File: config.mk
export PLATFORM = sky130hd
export DESIGN_NAME = imem_fetch_ctrl_flat
export DESIGN_NICKNAME = d
export VERILOG_FILES = /design/src/rtl/imem_fetch_ctrl_if.sv /design/src/rtl/imem_fetch_ctrl.sv /design/src/flat_wrapper.sv
export SDC_FILE = /design/constraint.sdc
export NUM_CORES = 1
export LEC_CHECK = 0
export CAP_MARGIN = 20
export CORE_MARGIN = 4
export CORE_UTILIZATION = 56
export CTS_BUF_LIST = sky130_fd_sc_hd__clkbuf_8
export CTS_CLUSTER_DIAMETER = 200
export DETAILED_ROUTE_END_ITERATION = 8
export MAX_ROUTING_LAYER = met4
export PLACE_DENSITY_LB_ADDON = 0.08
export SETUP_SLACK_MARGIN = 0.1
export SYNTH_ARGS = -nofsm -noshare
export SYNTH_HDL_FRONTEND = slang
export SYNTH_SLANG_ARGS = --single-unit
File: constraint.sdc
create_clock -name clk -period 9.4 [get_ports clk]
set_clock_uncertainty 0.05 [all_clocks]
set_input_delay 1.88 -clock clk [delete_from_list [all_inputs] [get_ports clk]]
set_output_delay 1.88 -clock clk [all_outputs]
set_load 0.01 [all_outputs]
File: src/rtl/imem_fetch_ctrl_if.sv
// Bus bundle between the fetch sequencer, the instruction memory and decode.
// master = fetch controller side, slave = memory/decode/control side.
interface imem_fetch_ctrl_if;
    logic [31:0] imem_addr;
    logic [31:0] imem_rdata;
    logic        inst_valid;
    logic        inst_ready;
    logic [31:0] inst_pc;
    logic [31:0] inst_data;
    logic        redirect_valid;
    logic [31:0] redirect_pc;
    logic        halt_req;
    logic        halt_ack;
    logic        fetch_fault;

    modport master (
        output imem_addr,
        input  imem_rdata,
        output inst_valid,
        input  inst_ready,
        output inst_pc,
        output inst_data,
        input  redirect_valid,
        input  redirect_pc,
        input  halt_req,
        output halt_ack,
        output fetch_fault
    );

    modport slave (
        input  imem_addr,
        output imem_rdata,
        input  inst_valid,
        output inst_ready,
        input  inst_pc,
        input  inst_data,
        output redirect_valid,
        output redirect_pc,
        output halt_req,
        input  halt_ack,
        input  fetch_fault
    );
endinterface

File: src/rtl/imem_fetch_ctrl.sv
// Instruction fetch sequencer: PC, prefetch FIFO, redirect flush and halt.
// Optional misaligned-redirect trap enabled by defining FETCH_MISALIGN_TRAP_EN.
module imem_fetch_ctrl #(
    parameter logic [31:0] RESET_PC   = 32'h0000_0000,
    parameter int unsigned IMEM_BYTES = 1000,
    parameter int unsigned FIFO_DEPTH = 2
) (
    input  logic               clk,
    input  logic               reset,
    imem_fetch_ctrl_if.master  bus
);
    localparam int unsigned PTR_W    = $clog2(FIFO_DEPTH);
    localparam int unsigned CNT_W    = PTR_W + 1;
    localparam logic [CNT_W-1:0] FULL_CNT = CNT_W'(FIFO_DEPTH);
    localparam logic [31:0]      LAST_PC  = 32'(IMEM_BYTES - 4);

    typedef enum logic [1:0] {
        RUN,
        HALT
`ifdef FETCH_MISALIGN_TRAP_EN
        , FAULT
`endif
    } state_t;

    state_t             state, state_n;
    logic [31:0]        fetch_pc, fetch_pc_n;
    logic [31:0]        pc_inc, next_pc;
    logic [31:0]        target;
    logic               misaligned;
    logic [PTR_W-1:0]   rd_ptr, wr_ptr;
    logic [CNT_W-1:0]   count, count_n;
    logic               halt_ack_q, halt_ack_n;
    logic               push, pop, flush, full, inst_valid;
    logic [31:0]        pc_q   [FIFO_DEPTH];
    logic [31:0]        data_q [FIFO_DEPTH];

    assign pc_inc  = fetch_pc + 32'd4;
    assign next_pc = (pc_inc > LAST_PC) ? '0 : pc_inc;

`ifdef FETCH_MISALIGN_TRAP_EN
    assign target          = bus.redirect_pc;
    assign misaligned      = |bus.redirect_pc[1:0];
    assign bus.fetch_fault = (state == FAULT);
`else
    logic [1:0] unused_pc_lsb;
    assign unused_pc_lsb   = bus.redirect_pc[1:0];
    assign target          = {bus.redirect_pc[31:2], 2'b00};
    assign misaligned      = 1'b0;
    assign bus.fetch_fault = 1'b0;
`endif

    assign full          = (count == FULL_CNT);
    assign inst_valid    = (count != '0);
    assign pop           = inst_valid & bus.inst_ready;
    assign bus.inst_valid = inst_valid;
    assign bus.inst_pc   = inst_valid ? pc_q[rd_ptr]   : '0;
    assign bus.inst_data = inst_valid ? data_q[rd_ptr] : '0;
    assign bus.imem_addr = fetch_pc;
    assign bus.halt_ack  = halt_ack_q;

    always_comb begin
        state_n    = state;
        fetch_pc_n = fetch_pc;
        push       = 1'b0;
        flush      = 1'b0;
        if (bus.redirect_valid) begin
            flush      = 1'b1;
            fetch_pc_n = target;
            if (misaligned) begin
`ifdef FETCH_MISALIGN_TRAP_EN
                state_n = FAULT;
`endif
            end else if (state == HALT && bus.halt_req) begin
                state_n = HALT;
            end else begin
                state_n = RUN;
            end
        end else begin
            case (state)
                RUN: begin
                    // The cycle that raises halt_req is still a RUN cycle and may push.
                    if (bus.halt_req) state_n = HALT;
                    push = !full || pop;
                    if (push) fetch_pc_n = next_pc;
                end
                HALT: begin
                    if (!bus.halt_req) state_n = RUN;
                end
                default: state_n = state;
            endcase
        end

        if (flush) begin
            count_n = '0;
        end else begin
            case ({push, pop})
                2'b10:   count_n = count + CNT_W'(1);
                2'b01:   count_n = count - CNT_W'(1);
                default: count_n = count;
            endcase
        end
        // Registered, but computed from next state so it tracks HALT & empty exactly.
        halt_ack_n = (state_n == HALT) && (count_n == '0);
    end

    always_ff @(posedge clk) begin
        if (reset) begin
            state      <= RUN;
            fetch_pc   <= RESET_PC;
            rd_ptr     <= '0;
            wr_ptr     <= '0;
            count      <= '0;
            halt_ack_q <= 1'b0;
        end else begin
            state      <= state_n;
            fetch_pc   <= fetch_pc_n;
            count      <= count_n;
            halt_ack_q <= halt_ack_n;
            if (flush) begin
                rd_ptr <= '0;
                wr_ptr <= '0;
            end else begin
                if (push) wr_ptr <= wr_ptr + PTR_W'(1);
                if (pop)  rd_ptr <= rd_ptr + PTR_W'(1);
            end
        end
    end

    always_ff @(posedge clk) begin
        if (push) begin
            pc_q[wr_ptr]   <= fetch_pc;
            data_q[wr_ptr] <= bus.imem_rdata;
        end
    end
endmodule

File: src/flat_wrapper.sv
// flat-port wrapper written by rule: the top's interface ports become plain ports
module imem_fetch_ctrl_flat 
#(
    parameter logic [31:0] RESET_PC   = 32'h0000_0000,
    parameter int unsigned IMEM_BYTES = 1000,
    parameter int unsigned FIFO_DEPTH = 2
)
  (clk, reset, bus_imem_addr, bus_imem_rdata, bus_inst_valid, bus_inst_ready, bus_inst_pc, bus_inst_data, bus_redirect_valid, bus_redirect_pc, bus_halt_req, bus_halt_ack, bus_fetch_fault);
  imem_fetch_ctrl_if bus_i ();
  input  logic clk;
  input  logic reset;
  output wire logic [$bits(bus_i.imem_addr)-1:0] bus_imem_addr;
  input wire logic [$bits(bus_i.imem_rdata)-1:0] bus_imem_rdata;
  output wire logic [$bits(bus_i.inst_valid)-1:0] bus_inst_valid;
  input wire logic [$bits(bus_i.inst_ready)-1:0] bus_inst_ready;
  output wire logic [$bits(bus_i.inst_pc)-1:0] bus_inst_pc;
  output wire logic [$bits(bus_i.inst_data)-1:0] bus_inst_data;
  input wire logic [$bits(bus_i.redirect_valid)-1:0] bus_redirect_valid;
  input wire logic [$bits(bus_i.redirect_pc)-1:0] bus_redirect_pc;
  input wire logic [$bits(bus_i.halt_req)-1:0] bus_halt_req;
  output wire logic [$bits(bus_i.halt_ack)-1:0] bus_halt_ack;
  output wire logic [$bits(bus_i.fetch_fault)-1:0] bus_fetch_fault;
  assign bus_imem_addr = bus_i.imem_addr;
  assign bus_i.imem_rdata = bus_imem_rdata;
  assign bus_inst_valid = bus_i.inst_valid;
  assign bus_i.inst_ready = bus_inst_ready;
  assign bus_inst_pc = bus_i.inst_pc;
  assign bus_inst_data = bus_i.inst_data;
  assign bus_i.redirect_valid = bus_redirect_valid;
  assign bus_i.redirect_pc = bus_redirect_pc;
  assign bus_i.halt_req = bus_halt_req;
  assign bus_halt_ack = bus_i.halt_ack;
  assign bus_fetch_fault = bus_i.fetch_fault;
  imem_fetch_ctrl #(.RESET_PC(RESET_PC), .IMEM_BYTES(IMEM_BYTES), .FIFO_DEPTH(FIFO_DEPTH)) u_core (.clk(clk), .reset(reset), .bus(bus_i));
endmodule
# Word-level counts from Yosys, hierarchy flattened
# Memories as Yosys holds them, arrays and structs flattened. A register that Yosys moved wholly into a read port is not among the register bits.
# Index checks and enable logic that the tools add are counted.
word_totals:
  reg_bits: 39
  ram_bits: 128
  input_bits: 69
  out_inout_bits: 99
  elab_cells: 56
  memories: 2
classes:
  addsub: 5
  magnitude_cmp: 1
  n_eq_ne: 5
  n_mux: 22
  bitwise_logic: 1
  n_reduce_logical: 13
memory_table:
  columns: ["memory", "depth", "word_bits", "rd", "rd_ports_with_merged_regs", "wr", "line_no", "source"]
  rows:
  - ["u_core.data_q", 2, 32, 1, 1, 1, "imem_fetch_ctrl.sv:35", "logic [31:0] data_q [FIFO_DEPTH];"]
  - ["u_core.pc_q", 2, 32, 1, 1, 1, "imem_fetch_ctrl.sv:34", "logic [31:0] pc_q [FIFO_DEPTH];"]
ops:
  columns: ["op", "n"]
  rows:
  - ["$mux W32", 6]
  - ["$add A32 B3 Y32 const B", 1]
  - ["$gt A32 B10 Y1 const B", 1]
  - ["$mux W1", 10]
  - ["$mux W2", 4]
  - ["$pmux W2 S2", 2]
  - ["$eq A2 B1 Y1 const B", 3]
  - ["$reduce_bool A2 Y1", 3]
  - ["$eq A2 B2 Y1 const B", 2]
  - ["$logic_not A2 Y1", 2]
  - ["$reduce_and A2 Y1", 2]
  - ["$reduce_or A2 Y1", 2]
  - ["$add A1 B1 Y1 const B", 2]
  - ["$add A2 B1 Y2 const B", 1]
  - ["$logic_and A1 B1 Y1", 2]
  - ["$sub A2 B1 Y2 const B", 1]
  - ["$and A1 B1 Y1", 1]
  - ["$logic_not A1 Y1", 1]
  - ["$logic_or A1 B1 Y1", 1]

# Longest topological paths before layout
# Gate-level depths: netlist (run 1).
logic_depth:
  depth_word: 10
  ltp_mapped: 10
  depth_no_buf: 9

# Worst setup path before layout (run 1)
# Ideal clock, no wire load.
synth_timing:
  path_type: "input -> register"
  start: "input port bus_inst_ready"
  end: "memory u_core.data_q[0][0] (enable)"
  arrival_ns: 5.183
  required_ns: 8.864
  slack_ns: 3.681
  cell_stages: 4
  n_path_buf: 0
  cell_sequence: "nor2_1 -> a211oi_4 -> nand2_1 -> nor2_1"
synth_between:
  elab_chain_cells: 6
synth_lines:
  columns: ["element", "line_no", "source"]
  rows:
  - ["start: declaration", "flat_wrapper.sv:15", "input wire logic [$bits(bus_i.inst_ready)-1:0] bus_inst_ready;"]
  - ["$and A1 B1 Y1", "imem_fetch_ctrl.sv:54", "assign pop = inst_valid & bus.inst_ready;"]
  - ["$logic_or A1 B1 Y1", "imem_fetch_ctrl.sv:83", "push = !full || pop;"]
  - ["$mux W1", "imem_fetch_ctrl.sv:79", "case (state)"]
  - ["$mux W1", "imem_fetch_ctrl.sv:66", "if (bus.redirect_valid) begin"]
  - ["$mux W1", "imem_fetch_ctrl.sv:130", "if (push) begin"]
  - ["$mux W1 (implied by the code)", "imem_fetch_ctrl.sv:132", "data_q[wr_ptr] <= bus.imem_rdata;"]
  - ["end: declaration", "imem_fetch_ctrl.sv:35", null]
# Every way passes these cells.

# Worst setup path in the final report (run 1)
layout_timing:
  start: "input port bus_redirect_valid"
  end: "memory u_core.pc_q[0][3] (enable)"
layout_between:
  elab_chain_cells: 3
layout_lines:
  columns: ["element", "line_no", "source"]
  rows:
  - ["start: declaration", "flat_wrapper.sv:18", "input wire logic [$bits(bus_i.redirect_valid)-1:0] bus_redirect_valid;"]
  - ["$mux W1", "imem_fetch_ctrl.sv:66", null]
  - ["$mux W1", "imem_fetch_ctrl.sv:130", null]
  - ["$mux W1 (implied by the code)", "imem_fetch_ctrl.sv:131", "pc_q[wr_ptr] <= fetch_pc;"]
  - ["end: declaration", "imem_fetch_ctrl.sv:34", null]
# Every way passes these cells.

==> results.py, run 1 <==
metrics = {
    "clock_tree": {
        "cts.sinks": 168,
        "postCtsHoldBufs": 0,
        "post_cts_resized": 0,
        "root_buffer": "clkbuf_8",
        "tritoncts": "built",
        "clk_pin_slew_ns": 0.08,
        "cts_buffers": 17,
        "post_cts_buffers": 0,
        "clock_latency_ns": 0.44,
        "max-clock-path-buffers": 2,
        "ctsHtreeMaxLevel": 4,
    },
    "yosys": {
        "synth_xor_area_frac": 0.0109,
        "synth_warnings": 0,
        "synth_top_family_by_area": "simple AND/OR/NAND/NOR gates",
        "yosys.area_share.simple": 0.157,
        "synthMuxAreaShare": 0.0914,
        "ys.flop_type": "edfxtp_1",
        "synth-seq-cells": 168,
        "synth_fa_ha_area_frac": 0.00692,
        "synth_compound_area_frac": 0.0642,
        "synth_edf_count": 128,
        "synthDistinctLibCells": 51,
        "syn_area_sq_um": 7230,
        "synthesis.nets": 663,
        "synth_cells": 590,
        "synth_area_leader_cell": "edfxtp_1",
        "avgSynthCellArea_sq_um": 12.3,
        "yosysSeqAreaShare": 0.642,
        "synth_top_area_frac": 0.532,
        "synth_area_leaders": "edfxtp_1 (53%), dfxtp_1 (11%), mux2i_1 (9.1%), nor2_1 (5.6%), and3_1 (2.1%)",
        "async_reset_ff_frac": 0,
    },
    "hold_path": {
        "hp-class": "reg2reg",
        "hp-start": "u_core.bus.imem_addr[0]$_SDFFE_PP0P_",
        "hold_end": "u_core.bus.imem_addr[0]$_SDFFE_PP0P_",
        "min_delay_path_depth": 2,
    },
    "setup_path": {
        "r2r-end": "u_core.bus.imem_addr[2]$_SDFFE_PP0P_",
        "rr_worst_depth": 8,
        "path_class": "in2reg",
        "rr_startpoint": "u_core.bus.imem_addr[2]$_SDFFE_PP0P_",
        "cp-start-kind": "input port",
        "crit_required_ns": 9.43,
        "critPathMaxFanout": 49,
        "arrival_ns": 4.63,
        "rrSetupSlack_ns": 6.00,
        "crit_path_end_kind": "register",
    },
    "floorplanning": {
        "die_w_um": 122,
        "design.die.area_sq_um": 14800,
        "ioPinCount": 168,
        "core.rowCount": 41,
        "fp.dieH_um": 122,
        "core_sq_um": 12600,
        "start_util": 0.573,
    },
    "placement": {
        "port_buffers": 164,
        "routabilityCongestion": 0.869,
        "dp_slack_ns": 4.32,
        "dp_hpwl_mm": 11.0,
    },
    "global_route": {
        "antenna_found_initial": 0,
        "grt_pass1_vias": 5227,
        "grt_max_degree": 65,
        "overflow": 0,
        "grt_pass1_wl_mm": 26.4,
        "track_usage": 0.238,
    },
    "final_layout": {
        "multi_input_area_sq_um": 2410,
        "diodes": 0,
        "nets": 817,
        "seqCellArea_sq_um": 4650,
        "final_layout_size_suffix_gt1_frac": 0.0635,
        "syn_to_final_growth_pct": 30.4,
        "fillCellCount": 899,
    },
    "timing": {
        "setup_slack_ns": 4.80,
        "setup_tns_ns": 0,
        "rsz0062_at_grt": "no",
        "fmax_mhz": 218,
        "tightest_slew_ns": 0.931,
        "finalCritPeriodShare": 0.489,
        "min_period_ns": 4.60,
        "drv_slew": 0,
        "slew_headroom": 0.379,
        "finalHoldViolCount": 0,
        "setup_violations": 0,
    },
    "routing": {
        "dr.pass1.iters": 5,
        "via_per_inst": 5.65,
        "vias": 5239,
        "drc": 0,
        "drt_iter0_markers": 378,
        "postRouteAntennaNets": 0,
        "totalWireLength_mm": 17.0,
        "wl_per_cell_um": 18.4,
    },
    "power": {
        "p_per_area_nw_per_um2": 164,
        "leakage_nw": 3.11,
        "peakVddDrop_uv": 116,
    },
    "job": {
        "max_cap_viol_count": 0,
    },
    "run_status": {
        "outcome": "finished, final reports clean",
    },
}
==> per-layer routing <==
metal / up-vias / track usage / share of wire
met2: 212 / 0.408 / 0.52
met5: - / - / 0
li1: 2481 / - / -
met1: 2524 / 0.285 / 0.40
met4: 0 / 0.0798 / 0.014
met3: 22 / 0.0469 / 0.061
==> cell usage after synthesis, types with 5 or more instances <==
cell type and instances:
inv_1 12, nor3_1 13, or3_1 7, edfxtp_1 128, and2_1 7, buf_1 9
nand3_1 10, a41oi_1 5, a21oi_1 29, mux2i_1 66, and3_1 24, nand4_1 10
xnor2_1 7, o21ai_0 10, nor2_1 107, nand2_1 19, clkbuf_1 20, nor4_1 9
dfxtp_1 40
==> worst max path at each step <==
stage / startpoint / to / slack, ns
2_1_floorplan: bus_inst_ready / u_core.data_q[0][0]$_DFFE_PP_ / 3.68
3_3_place_gp: bus_redirect_valid / u_core.pc_q[0][8]$_DFFE_PP_ / 4.40
3_5_place_dp: bus_redirect_valid / u_core.pc_q[0][8]$_DFFE_PP_ / 4.32
4_1_cts: u_core.count[1]$_SDFF_PP0_ / bus_inst_pc[20] / 4.79
5_1_grt: bus_redirect_valid / u_core.pc_q[0][6]$_DFFE_PP_ / 4.60
6_report: bus_redirect_valid / u_core.pc_q[0][3]$_DFFE_PP_ / 4.80
==> cell families after synthesis <==
group / Yosys count
buf+inv: 46
compound gates: 69
simple gates: 227
flops: 168
xor+xnor: 9
other cells: 1
fa+ha+maj: 4
mux: 66
==> power by group <==
group	internal, mW	total (mW)	leakage [nW]	switching (mW)
sequential	0.837	0.861	1.52	0.0243
combinational	0.0876	0.174	1.39	0.0862
clock	0.259	0.510	0.204	0.251
total	1.18	1.54	3.11	0.362
==> critical path, cell delays in order <==
cell and delay, ns:
clkdlybuf4s50_1 0.39, buf_4 0.24, inv_1 0.61, nand2_1 0.27, nor2_4 0.50, buf_4 0.64
==> final cells by class <==
type | instances | area share
clock buffers | 17 | 0.0248
repair buffers | 169 | 0.182
well taps | 172 | 0.0228
inverters | 12 | 0.00478
clock inverters | 14 | 0.0166
flip-flops and latches | 168 | 0.493
multi-input cells | 376 | 0.256
==> layout by cell type, fill, tap and decap left out, types with 4 or more instances in the layout <==
master	netlist	layout
clkdlybuf4s50_1	0	164
edfxtp_1	128	128
nor2_1	107	105
mux2i_1	66	66
dfxtp_1	40	39
a21oi_1	29	29
and3_1	24	23
nand2_1	19	19
clkbuf_8	0	17
inv_1	12	13
nor3_1	13	13
o21ai_0	10	10
nand3_1	10	10
nand4_1	10	10
nor4_1	9	9
and2_1	7	7
xnor2_1	7	7
or3_1	7	7
a41oi_1	5	5
clkinv_2	0	5
a31oi_1	4	4
o31ai_1	4	4
or4_1	4	4
ha_1	4	4
==> registers in the layout, indices dropped and copies added (netlist names), named ones only <==
| name | count |
|---|---|
| u_core.rd_ptr | 1 |
| u_core.wr_ptr | 1 |
| u_core.data_q | 64 |
| u_core.bus.halt_ack | 1 |
| u_core.pc_q | 64 |
| u_core.state | 2 |
| u_core.bus.imem_addr | 32 |
| u_core.count | 2 |
==> through the flow <==
stage	instances	hold slack, ns	util	power, mW	area [sq um]
after global placement	895	0.442	0.712	1.04	8980
after CTS	926	0.465	0.743	1.55	9370
final	928	0.470	0.747	1.54	9430
after detailed placement	895	0.454	0.712	1.05	8980
after global routing	928	0.484	0.747	1.60	9430
after floorplan	590	0.431	-	0.957	7230
No activity file was read; power rests on OpenSTA's default activity.
==> inputs of run 2 (changes only) <==
--- a/config.mk
+++ b/config.mk
@@ -7,7 +7,7 @@
 export LEC_CHECK = 0
 export CAP_MARGIN = 20
 export CORE_MARGIN = 4
-export CORE_UTILIZATION = 56
+export CORE_UTILIZATION = 52
 export CTS_BUF_LIST = sky130_fd_sc_hd__clkbuf_8
 export CTS_CLUSTER_DIAMETER = 200
 export DETAILED_ROUTE_END_ITERATION = 8
==> constraint.sdc (replaced) <==
create_clock -name clk -period 4.65 [get_ports clk]
set_clock_uncertainty 0.05 [all_clocks]
set_input_delay 0.93 -clock clk [delete_from_list [all_inputs] [get_ports clk]]
set_output_delay 0.93 -clock clk [all_outputs]
set_load 0.01 [all_outputs]
==> results.py, run 2 (same netlist as run 1, synthesis figures left out) <==
metrics = {
    "final_layout": {
        "most-common-layout-cells": "clkdlybuf4s50_1 (164), edfxtp_1 (128), nor2_1 (105)",
        "syn_to_final_growth_pct": 30.4,
        "nets": 818,
        "fillCellCount": 986,
        "layout_commonest_cell": "clkdlybuf4s50_1",
        "final_layout_size_suffix_gt1_frac": 0.0660,
        "diodes": 0,
    },
    "routing": {
        "drc": 0,
        "postRouteAntennaNets": 0,
        "wl_per_cell_um": 17.7,
        "via_per_inst": 5.57,
        "drt_iter0_markers": 400,
        "dr.pass1.iters": 5,
        "totalWireLength_mm": 16.5,
        "vias": 5207,
    },
    "job": {
        "max_cap_viol_count": 0,
    },
    "floorplanning": {
        "ioPinCount": 168,
        "design.die.area_sq_um": 15900,
        "core.rowCount": 42,
        "die_w_um": 126,
        "start_util": 0.537,
        "core_sq_um": 13500,
        "fp.dieH_um": 126,
    },
    "clock_tree": {
        "cts_buffers": 17,
        "ctsHtreeMaxLevel": 4,
        "post_cts_buffers": 0,
        "clock_latency_ns": 0.45,
        "post_cts_resized": 0,
        "root_buffer": "clkbuf_8",
        "tritoncts": "built",
        "cts.sinks": 168,
        "postCtsHoldBufs": 0,
        "max-clock-path-buffers": 2,
        "clk_pin_slew_ns": 0.08,
    },
    "timing": {
        "finalHoldViolCount": 0,
        "fmax_mhz": 292,
        "rsz0062_at_grt": "no",
        "drv_slew": 0,
        "slew_headroom": 0.383,
        "hold_slack_ns": 0.458,
        "min_period_ns": 3.43,
        "setup_tns_ns": 0,
        "finalCritPeriodShare": 0.738,
        "tightest_slew_ns": 0.926,
        "setup_violations": 0,
    },
    "global_route": {
        "overflow": 0,
        "antenna_found_initial": 0,
        "track_usage": 0.217,
        "grt_max_degree": 65,
        "grt_pass1_wl_mm": 26.4,
        "grt_pass1_vias": 5078,
    },
    "setup_path": {
        "crit_path_end_kind": "primary output",
        "rr_startpoint": "u_core.bus.imem_addr[5]$_SDFFE_PP0P_",
        "crit_required_ns": 3.67,
        "critPathMaxFanout": 33,
        "rrSetupSlack_ns": 1.29,
        "cp-start-kind": "register",
        "critPathLaunch": "u_core.count[1]$_SDFF_PP0_",
        "path_class": "reg2out",
        "arrival_ns": 2.45,
        "rr_worst_depth": 7,
        "r2r-end": "u_core.bus.imem_addr[2]$_SDFFE_PP0P_",
    },
    "power": {
        "p_per_area_nw_per_um2": 328,
        "peakVddDrop_uv": 258,
        "leakage_nw": 3.11,
    },
    "hold_path": {
        "hold_end": "u_core.bus.imem_addr[1]$_SDFFE_PP0P_",
        "hp-start": "u_core.bus.imem_addr[1]$_SDFFE_PP0P_",
        "hp-class": "reg2reg",
        "min_delay_path_depth": 2,
    },
    "placement": {
        "routabilityCongestion": 0.841,
        "port_buffers": 164,
        "dp_hpwl_mm": 10.9,
    },
    "run_status": {
        "outcome": "finished, final reports clean",
    },
}
==> run 2: cell types whose count changed in the layout (fill, tap and decap cells not counted), sizes merged <==
cell	before	now
buf	5	6
bufinv	3	2
clkinv	7	5
clkinvlp	1	3
inv	15	17
==> run 2: per-stage QoR <==
stage	setup WS [ns]	util	instances	power (mW)	cell area, sq um
2_1_floorplan	0.942	-	590	1.93	7230
3_3_place_gp	1.02	0.672	902	2.11	9040
3_5_place_dp	0.937	0.672	902	2.13	9040
4_1_cts	1.16	0.701	934	3.12	9420
5_1_grt	0.972	0.701	934	3.22	9420
6_report	1.22	0.701	934	3.09	9420
==> run 2: how the worst max path moves through the flow <==
stage / to / slack, ns / depth (start not counted)
after floorplan: u_core.data_q[0][0]$_DFFE_PP_ / 0.94 / 4
after global placement: u_core.bus.halt_ack$_SDFF_PP0_ / 1.02 / 10
after detailed placement: u_core.bus.halt_ack$_SDFF_PP0_ / 0.94 / 10
after CTS: bus_inst_pc[15] / 1.16 / 4
after global routing: u_core.bus.imem_addr[4]$_SDFFE_PP0P_ / 0.97 / 7
final: bus_inst_pc[15] / 1.22 / 4
==> run 2: layout make-up <==
class | instances | area [sq um] | area share
tap | 176 | 220 | 0.0234
sequential | 168 | 4650 | 0.493
multi-input combinational | 376 | 2410 | 0.256
timing repair buffer | 170 | 1710 | 0.182
clock buffer | 17 | 234 | 0.0248
clock inverter | 15 | 154 | 0.0163
inverter | 12 | 45.0 | 0.00478
==> run 2: worst max-delay path, stage by stage, from the launching register on <==
cell and delay [ns]:
dfxtp_1 0.41, nor2_4 0.72, buf_12 0.28, nor2_1 0.09, clkdlybuf4s50_1 0.48
==> run 2: report_power, final <==
group          total [mW]  internal (mW)  switching (mW)
clock                1.00          0.479           0.525
sequential           1.74           1.69          0.0495
combinational       0.349          0.178           0.171
total                3.09           2.35           0.745
==> run 2: layer usage <==
layer | up-vias | share of wire | global-route usage
met2 | 188 | 0.51 | 0.361
met3 | 15 | 0.049 | 0.0394
met4 | 0 | 0.010 | 0.0599
met5 | - | 0 | -
met1 | 2512 | 0.43 | 0.276
li1 | 2492 | - | -
==> edit 1 (flow settings as in run 2) <==
Build with the macro `FETCH_MISALIGN_TRAP_EN` defined.
--- a/src/rtl/imem_fetch_ctrl.sv
+++ b/src/rtl/imem_fetch_ctrl.sv
@@ -2,2 +2,4 @@
 // Optional misaligned-redirect trap enabled by defining FETCH_MISALIGN_TRAP_EN.
+`define FETCH_MISALIGN_TRAP_EN
+
 module imem_fetch_ctrl #(
Formal check against the unedited RTL: not equivalent (Yosys sat finds a counterexample within 4 cycles, from zero or initial values and one cycle with reset high).
==> edit 1 against run 2 <==
Worst hold slack improved by 0.028 ns; global-route usage fell by 0.86 points; final area rose by 0.66%; routed wire length fell by 1.6%; setup slack got worse by 0.21 ns; power rose by 2.1%; synthesized area rose by 0.35%; sequential cell count did not move; critical endpoint is now u_core.bus.imem_addr[2]$_SDFFE_PP0P_; largest cell class unchanged.
==> edit 1: results (changes against run 2) <==
Routed len/inst = 16.84 um (-4.8%)
CP max stage delay = 0.64 ns (-0.08 ns)
CP Max Fanout = 13 (-61%)
Total GRT Usage = 0.2084 (-0.008602)
Status = completed
Total instance count after detailed placement = 933 (+3.4%)
Cell count after synthesis = 619 (+4.9%)
Met3 Use GR = 0.04064 (+0.001270)
Met2 WL = 8.254 mm (-1.4%)
Sequential area share after synthesis = 0.6402 (-0.002216)
Arr. time, crit path = 3.94 ns (+1.49 ns)
Commonest cells in the netlist = nor2_1, edfxtp_1, mux2i_1
Fillcell total = 1025 (+4.0%)
Drt pass-1 iters = 4 (-1)
Vias per cell = 5.340 (-4.2%)
R2R depth = 8 (+1)
GP Congestion = 0.8641 (+2.8%)
Met3 WL post-DR = 709 um (-13%)
Hold path depth = 0 (-2)
Hold endpoint = u_core.pc_q[1][1]$_DFFE_PP_
Slowest stage cell, crit path = or4_1
First-pass GRT wire length = 25.68 mm (-2.8%)
GR Layer Usage met1 = 0.2536 (-0.02249)
Leakage = 3.096 nW (-0.34%)
HPWL after DPL = 11.03 mm (+1.5%)
Worst R2R Start = u_core.bus.imem_addr[4]$_SDFFE_PP0P_
Met1 WL = 7.077 mm (-1.3%)
M2 GR Usage = 0.3527 (-0.007825)
Layout cells sized above 1 = 0.06084 (-0.005127)
IO buf count = 167 (+1.8%)
## edit 1: cell count changes after synthesis, moves of 5 or more
cell     before  now
a21oi_1      29   38
and3_1       24    2
and4_1        0    5
nand2_1      19   45
nor2_1      107  132
nor4_1        9    1
xor2_1        2    9
## edit 1: logic make-up after synthesis
group | Yosys count | synth area share
adders and majority gates | 4 | 0.006899
muxes | 65 | 0.08969
AOI/OAI and AO/OA | 72 | 0.06399
and+or+nand+nor | 243 | 0.1490
buffers and inverters | 48 | 0.02725
DFF | 168 | 0.6402
xor gates and xnor gates | 19 | 0.02294
## edit 1: cell type report
type | instances | area (um2) | share of cell area
clock inverter | 14 | 160.2 | 0.01688
multi-input combinational | 403 | 2430 | 0.2561
tap | 176 | 220.2 | 0.02321
sequential | 168 | 4648 | 0.4900
inverter | 11 | 41.29 | 0.004352
timing repair buffer | 175 | 1739 | 0.1833
clock buffer | 18 | 247.7 | 0.02611
## edit 1: critical path, delay by kind of cell (launching register included)
kind	cells	cell delay, ns
AOI/OAI and AO/OA	3	0.88
and+or+nand+nor	5	2.04
DFF	1	0.57
## edit 1: power by group through the flow
stage	Sequential, mW	Clock, mW	Combinational (mW)
2_1_floorplan	1.77	0	0.182
3_3_place_gp	1.78	0	0.370
3_5_place_dp	1.78	0	0.376
4_1_cts	1.75	1.06	0.379
5_1_grt	1.76	1.14	0.406
6_report	1.75	1.04	0.374
## edit 1: per-stage QoR
stage	instance area (um2)	hold slack, ns
3_3_place_gp	9079	0.4728
6_report	9487	0.4862
4_1_cts	9487	0.4839
2_1_floorplan	7257	0.4475
3_5_place_dp	9079	0.4715
5_1_grt	9487	0.4893
==> edit 2 (settings of run 2) <==
Made on the original files. Make the reset (`reset`) asynchronous in one clocked block.
--- a/src/rtl/imem_fetch_ctrl.sv
+++ b/src/rtl/imem_fetch_ctrl.sv
@@ -105,3 +105,3 @@
 
-    always_ff @(posedge clk) begin
+    always_ff @(posedge clk or posedge reset) begin
         if (reset) begin
Function: differs if reset is asserted again (counterexample within 4 cycles, from zero or initial values and one cycle with reset high); with reset held inactive, the same outputs for 4 cycles.
==> edit 2 against run 2 <==
Final area is 2.9% lower; worst hold slack improved by 0.017 ns; utilization is 0.93 points lower; fmax decreased by 4.6%; routed wire length fell by 8.4%; sequential cell count is 7 lower; synthesized cell count fell by 6.9%; setup slack got worse by 0.17 ns; synthesized area shrank 3.0%.
Power is not compared: it rests on default switching activity, and its combinational part moved more than twofold at a synthesized area within 25%.
==> edit 2: results (changes against run 2) <==
Status = completed
First-pass GRT wire length = 23.06 mm (-13%)
Fillcell total = 1005 (+1.9%)
Vias per cell = 5.455 (-2.1%)
Largest net degree at the start of global routing = 64 (-1.5%)
Total instance count after detailed placement = 863 (-4.3%)
Post-CTS Setup Bufs = 0 (unchanged)
Slowest stage cell, crit path = or4_4
Top reg by flops = u_core.data_q
Worst reg-to-reg setup slack = 1.05 ns (-0.24 ns)
Plain + repair buffers = 166 (-2.4%)
Register area = 4653 um2 (+0.11%)
Top delay family on crit path = simple AND/OR/NAND/NOR gates
Arr. time, crit path = 3.93 ns (+1.48 ns)
Worst Hold Launch = u_core.state[0]$_DFF_PP0_
Relative slew margins = 0.2532 (-0.1296)
Antenna violations before repair = 0 (unchanged)
Seq cells = 161 (-4.2%)
Met3 WL post-DR = 1.037 mm (+27%)
Synth unique cells = 52 (+2.0%)
Buffering overhead = 0.1793 (-0.002292)
Syn. warnings = 0 (unchanged)
Nets = 780 (-4.6%)
Commonest cells in the netlist = edfxtp_1, nor2_1, mux2i_1
Fraction of area in multi-input gates = 0.2428 (-0.01309)
Vias in the first global route = 4674 (-8.0%)
DRT iter0 DRCs = 393 (-1.8%)
CP max stage delay = 0.69 ns (-0.03 ns)
Layout clock area frac = 0.04183 (+0.0006684)
Met2 WL = 7.241 mm (-14%)
Crit. Startpoint = u_core.bus.imem_addr[5]$_DFFE_PP0P_
Leakage = 3.208 nW
Inverter count = 9 (-3)
R2R depth = 7 (unchanged)
Met1 WL = 6.561 mm (-8.5%)
Multi-In Gates = 351 (-6.6%)
Hold endpoint = u_core.state[0]$_DFF_PP0_
Sequential area share after synthesis = 0.6630 (+0.02054)
FF-to-FF End = u_core.bus.imem_addr[6]$_DFFE_PP0P_
IO buf count = 160 (-2.4%)
Layout cells sized above 1 = 0.06546 (-0.0005035)
Total GRT Usage = 0.2032 (-0.01385)
Post-route clock period utilization = 0.7731 (+0.03558)
Finished Layout Cells = 894 (-4.3%)
Async set-reset flop share out of synthesis = 0.2298 (+0.2298)
Routed len/inst = 16.93 um (-4.3%)
Crit path to = u_core.bus.imem_addr[6]$_DFFE_PP0P_
Highest Signal Layer = met4
Number of flops mapped to enable cells by yosys = 124 (-3.1%)
GP Congestion = 0.8931 (+6.3%)
Cell count after synthesis = 549 (-6.9%)
Largest cells by area after synthesis = edfxtp_1, dfrtp_1, mux2i_1, nor2_1, nand2_1
HPWL after DPL = 9.929 mm (-8.6%)
Comb pwr share = 0.305
CP Max Fanout = 12 (-64%)
==> edit 2: per-stage QoR <==
step / utilization / area (um2) / hold slack [ns]
global placement: 0.6623 / 8771 / 0.4336
global route: 0.6912 / 9154 / 0.4861
CTS: 0.6912 / 9154 / 0.4714
floorplan: - / 7028 / 0.4112
detailed placement: 0.6623 / 8771 / 0.4536
finish: 0.6912 / 9154 / 0.4757
==> edit 2: kinds of logic (layout without fill, tap and decap cells) <==
kind of cell	count (synthesis)	after routing	share of synthesized area
xor gates and xnor gates	12	12	0.01499
adders and majority gates	5	5	0.008921
AOI/OAI and AO/OA	64	64	0.06227
and+or+nand+nor	200	200	0.1318
DFF	161	161	0.6630
buffers and inverters	41	206	0.02551
other	1	5	0.0005347
muxes	65	65	0.09295
==> edit 2: layer usage <==
layer | vias to the layer above | GRT usage
met3 | 22 | 0.04587
met2 | 186 | 0.3139
met1 | 2355 | 0.2622
met5 | - | -
li1 | 2314 | -
met4 | 0 | 0.08350
